--- config.mk ---
export PLATFORM = sky130hd
export DESIGN_NAME = conv_monitor
export DESIGN_NICKNAME = d
export VERILOG_FILES = /design/src/rtl/conv_monitor.sv
export SDC_FILE = /design/constraint.sdc
export NUM_CORES = 1
export LEC_CHECK = 0
export CELL_PAD_IN_SITES_DETAIL_PLACEMENT = 1
export CELL_PAD_IN_SITES_GLOBAL_PLACEMENT = 1
export CORE_MARGIN = 2
export CORE_UTILIZATION = 51
export DETAILED_ROUTE_END_ITERATION = 8
export DONT_BUFFER_PORTS = 1
export HOLD_SLACK_MARGIN = 0.02
export MAX_ROUTING_LAYER = met4
export PLACE_DENSITY_LB_ADDON = 0.1
export SYNTH_ARGS = -nofsm -noshare
export SYNTH_HDL_FRONTEND = slang
export SYNTH_SLANG_ARGS = --single-unit
--- constraint.sdc ---
create_clock -name clk -period 6.4 [get_ports clk]
set_input_delay 0.64 -clock clk [delete_from_list [all_inputs] [get_ports clk]]
set_output_delay 0.64 -clock clk [all_outputs]
set_load 0.03 [all_outputs]
--- src/rtl/conv_monitor.sv ---
// Multi-channel convergence monitor: each enabled channel must hold |meas - target| < MARGIN
// for SETTLE consecutive cycles; a programmable timeout bounds the check.
module conv_monitor #(
  parameter int NUM_CH = 3,
  parameter int W      = 16,
  parameter int MARGIN = 10,
  parameter int SETTLE = 16,
  parameter int TMO_W  = 27
) (
  input  logic                clk,
  input  logic                rst,
  input  logic                start,
  input  logic                abort,
  input  logic [TMO_W-1:0]    tmo_cycles,
  input  logic [NUM_CH-1:0]   ch_en,
  input  logic [NUM_CH*W-1:0] targets,
  input  logic [NUM_CH*W-1:0] meas,
  output logic                busy,
  output logic                done,
  output logic                pass,
  output logic                tmo_flag,
  output logic [NUM_CH-1:0]   conv
);

  localparam int CW = $clog2(SETTLE + 1);
  localparam logic [CW-1:0] SETTLE_C = CW'(SETTLE);
  localparam logic [W:0]    MARGIN_C = (W+1)'(MARGIN);

  typedef enum logic [1:0] {S_IDLE, S_RUN, S_DONE} state_t;

  state_t              state_q, state_d;
  logic [NUM_CH*W-1:0] tgt_q, tgt_d;
  logic [NUM_CH-1:0]   en_q, en_d;
  logic [TMO_W-1:0]    tmo_lat_q, tmo_lat_d;
  logic [TMO_W-1:0]    timer_q, timer_d;
  logic [CW-1:0]       cnt_q [NUM_CH];
  logic [CW-1:0]       cnt_d [NUM_CH];
  logic [NUM_CH-1:0]   conv_q, conv_d;
  logic                pass_q, pass_d;
  logic                tmof_q, tmof_d;
  logic                done_q, done_d;
  logic [NUM_CH-1:0]   in_win;

  // Error is formed one bit wider than the operands so extreme targets cannot wrap into the window.
  for (genvar gi = 0; gi < NUM_CH; gi++) begin : g_err
    logic signed [W:0] err;
    logic [W:0]        mag;
    assign err = $signed({meas[gi*W+W-1], meas[gi*W +: W]})
               - $signed({tgt_q[gi*W+W-1], tgt_q[gi*W +: W]});
    assign mag = err[W] ? $unsigned(-err) : $unsigned(err);
    assign in_win[gi] = (mag < MARGIN_C);
  end

  always_comb begin
    state_d   = state_q;
    tgt_d     = tgt_q;
    en_d      = en_q;
    tmo_lat_d = tmo_lat_q;
    timer_d   = timer_q;
    cnt_d     = cnt_q;
    conv_d    = conv_q;
    pass_d    = pass_q;
    tmof_d    = tmof_q;
    done_d    = 1'b0;
    case (state_q)
      S_IDLE, S_DONE: begin
        if (start) begin
          state_d   = S_RUN;
          tgt_d     = targets;
          en_d      = ch_en;
          tmo_lat_d = tmo_cycles;
          timer_d   = '0;
          conv_d    = '0;
          pass_d    = 1'b0;
          tmof_d    = 1'b0;
          for (int i = 0; i < NUM_CH; i++) cnt_d[i] = '0;
        end
      end
      S_RUN: begin
        if (abort) begin
          state_d = S_IDLE;
          pass_d  = 1'b0;
          tmof_d  = 1'b0;
        end else begin
          timer_d = timer_q + 1'b1;
          for (int i = 0; i < NUM_CH; i++) begin
            if (en_q[i] && in_win[i]) begin
              if (cnt_q[i] != SETTLE_C) cnt_d[i] = cnt_q[i] + 1'b1;
              if (cnt_d[i] == SETTLE_C) conv_d[i] = 1'b1;
            end else begin
              cnt_d[i] = '0;
            end
          end
          // Completion looks at the registered flags, so pass takes priority over a same-edge timeout.
          if ((conv_q & en_q) == en_q) begin
            state_d = S_DONE;
            done_d  = 1'b1;
            pass_d  = 1'b1;
          end else if (timer_q == tmo_lat_q) begin
            state_d = S_DONE;
            done_d  = 1'b1;
            tmof_d  = 1'b1;
            pass_d  = 1'b0;
          end
        end
      end
      default: state_d = S_IDLE;
    endcase
  end

  always_ff @(posedge clk or posedge rst) begin
    if (rst) begin
      state_q   <= S_IDLE;
      tgt_q     <= '0;
      en_q      <= '0;
      tmo_lat_q <= '0;
      timer_q   <= '0;
      conv_q    <= '0;
      pass_q    <= 1'b0;
      tmof_q    <= 1'b0;
      done_q    <= 1'b0;
      for (int i = 0; i < NUM_CH; i++) cnt_q[i] <= '0;
    end else begin
      state_q   <= state_d;
      tgt_q     <= tgt_d;
      en_q      <= en_d;
      tmo_lat_q <= tmo_lat_d;
      timer_q   <= timer_d;
      conv_q    <= conv_d;
      pass_q    <= pass_d;
      tmof_q    <= tmof_d;
      done_q    <= done_d;
      for (int i = 0; i < NUM_CH; i++) cnt_q[i] <= cnt_d[i];
    end
  end

  assign busy     = (state_q == S_RUN);
  assign done     = done_q;
  assign pass     = pass_q;
  assign tmo_flag = tmof_q;
  assign conv     = conv_q;

endmodule
==> results by group <==
Run status
  • Outcome: complete, no violations

Critical path
  • Crit-path cells: ha_1 > fa_1 > nand2b_1 > a211oi_1 > o211ai_1 > a31oi_2 > o21bai_1 > or3_1 > a21oi_1 > o211ai_1 > nor4_2 > and2_1 > a22o_1
  • Most common cell on crit path: o211ai_1
  • CP top delay family: compound AO/OA/AOI/OAI gates
  • Crit start category: flop
  • WP data arrival: 4.55 ns
  • CP peak stage delay: 0.54 ns
  • Largest fanout on the critical path: 13
  • Slowest-stage cell, CP: nor4_2
  • CP Class: flop to flop
  • Req. time, crit path: between 6 and 7 ns
  • Worst Path Buf+Inv: 0
  • CP Capture Type: flop

Min path
  • Hold Crit Class: input pin to asynchronous set/reset pin

Placement
  • Placer congestion estimate: 0.854
  • Port Buffer Count: 0
  • Worst slack at placement: 2.02 ns
  • HPWL after DPL: roughly 20 mm

Finish
  • Share of cells above drive strength 1: 6.70%
  • Most frequent cells in the layout: nand2_1, dfrtp_1, o21ai_0, nor2_1, inv_1
  • Nets: 1417
  • Commonest non-fill, non-tap cell in the layout: nand2_1
  • Fillcell total: between 2000 and 2500
  • Area growth syn-to-layout: 7.95%
  • Antenna diode count: 0
  • Final Util: 56.2%

STA
  • Min Tclk post-route: roughly 4.2 ns
  • Hold WS: around 0.10 ns
  • Slew at the pin closest to its max-slew limit: 0.979 ns
  • Clock skew: 0.0143 ns
  • Setup TNS Final: 0 ns
  • Post-route worst setup slack: ~2.2 ns
  • Fin crit share: 65.1%
  • RSZ-0062 raised after global routing: false
  • F_max: 240 MHz
  • Fin. max-slew vios: 0
  • Endpoints failing setup: 0
  • Slew margin rel.: about a third
  • Final hold vios: 0

Detailed routing
  • Vias: 9044
  • Via density per instance: 6.01
  • Wire per inst: 18.2 µm
  • Total Wirelength: around 27 mm
  • First DRT Iteration DRCs: between 400 and 500
  • DRT Pass-1 Iters: 4
  • DRC Markers: 0
  • Final antenna-violating net count: 0

Pwr
  • Clock power frac: approximately 23%
  • Pwr/cell area: 425 nW/µm²
  • Switch share: 46.1%
  • LEAKAGE: 0.00486 µW
  • Worst VDD drop: 0.192 mV
  • Power Total: 4640 µW
  • Psw: 2140 µW
  • Logic pwr share: 53.8%
  • Sequential share of power: 23.7%
  • Int Power: 2500 µW

Floorplan
  • Core area: roughly 19000 µm²
  • Cell row count: 51
  • Die area: 21000 µm²
  • Initial cell density of the core: 52.0%
  • Chip width: between 100 and 150 µm
  • Chip height: ~140 µm
  • Ports: 137

Clock network
  • CTS clock-pin slew for the worst setup and hold paths: ~0.070 ns
  • Clock Latency Late Sink: 0.44 ns
  • CTS tree: built
  • CTS buffer count: 17
  • CTS sink cnt: 128
  • # resized after CTS: 0
  • Post-CTS Setup Bufs: 0
  • H-tree Lvls: 4
  • CTS Hold Buffers Added: 0
  • Clock Path Buffers: 2
  • Clock Root Buffer: clkbuf_16

Yosys
  • Prevailing post-synth register cell: dfrtp_1
  • Ys async rst share: 100%
  • EDFF count, synth: 0
  • Top post-synthesis cells by area: dfrtp_1, nand2_1, ha_1
  • Seq/Total Area, Yosys: 31.6%
  • Yosys warning count: 0
  • Mapped Nets: 1441
  • Post-Syn Area per Cell: 8.10 µm²
  • Cell Area, Synth: around 10000 µm²
  • Cell taking the most area after synthesis: dfrtp_1
  • Cell variety after synth: 98
  • Synthesized flop and latch total: 128
  • Yosys top cell area share: 31.6%
  • Synth Instances: 1250

Global route
  • Largest net degree at the start of global routing: 83
  • Total global-route track usage: ~28%
  • Overflow left after global routing: 0
  • Vias in the first global route: 9708
  • Initial antenna violation count: 0
  • Global-route wire length before repair: 47.1 mm

Run
  • Max Cap Violations: 0
## area by class of cell
class	count	area, µm²	area share (%)
Clock buffer	17	425	3.89
Clock inverter	15	188	1.72
Inverter	77	294	2.69
Multi-Input combinational cell	997	6450	59.0
Sequential cell	128	3200	29.3
Tap cell	265	332	3.03
Timing Repair Buffer	5	37.5	0.343
## layer usage
metal | GRT usage (%) | part of all wire (%) | vias to the layer above
met3 | 4.75 | 3.2 | 31
met1 | 33.5 | 45 | 4447
met5 | - | 0 | -
li1 | - | - | 4422
met2 | 47.6 | 50 | 144
met4 | 6.78 | 1.6 | 0
## final timing paths
kind | startpoint | to | slack [ns] | depth (start not counted)
worst min register to register | tgt_q[32] | tgt_q[32] | 0.49 | 2
worst min-delay path | rst | tgt_q[12] | 0.10 | 1
min in group clk | tmo_cycles[2] | tmo_lat_q[2] | 0.30 | 2
worst max register to register | tgt_q[0] | cnt_q[11] | 2.23 | 13
worst max-delay path | tgt_q[0] | cnt_q[11] | 2.23 | 13
max in group asynchronous | rst | tmo_lat_q[6] | 4.91 | 2
## cell families after synthesis
group	synth area share, %
XOR/XNOR	7.61
AND/OR/NAND/NOR	25.5
adder cells (fa/ha/maj)	7.76
AO/OA/AOI/OAI	21.9
multiplexers	0.865
flip-flops	31.6
buffers and inverters	4.73
## cells in the mapped netlist (all sizes together), types with 14 or more instances
library cell,n
a21o,20
a21oi,55
a31oi,15
and2,17
and3,14
clkbuf,36
dfrtp,128
ha,58
inv,77
nand2,206
nand2b,18
nand3,35
nand4,24
nor2,79
nor2b,18
nor3,29
nor4,18
o21a,14
o21ai,103
or3,15
xnor2,32
xor2,56
## worst register-to-register path: cells and delay by family, from the launching register on
kind,cells,cell delay [ns]
AO/OA/AOI/OAI,7,1.63
adder cells (fa/ha/maj),2,0.65
flip-flops,1,0.42
AND/OR/NAND/NOR,4,1.41
## power by group through the flow
stage                     logic [µW]  clock network [µW]  registers (µW)
final                           2500                1050            1100
after global routing            2800                1100            1120
after CTS                       2490                1070            1100
after detailed placement        2440                   0            1120
after global placement          2370                   0            1110
after floorplan                 1940                   0            1080
## state kept, by name (all words and copies together) (netlist names)
signal,flops
cnt_q,15
conv,3
done,1
en_q,3
pass,1
state_q,2
tgt_q,48
timer_q,27
tmo_flag,1
tmo_lat_q,27
## stage by stage
step | area, µm² | std cells
4_1_cts | 10900 | 1504
3_5_place_dp | 10300 | 1472
6_report | 10900 | 1504
3_3_place_gp | 10300 | 1472
2_1_floorplan | 10100 | 1250
5_1_grt | 10900 | 1504
Power figures use the tool's default switching activity.
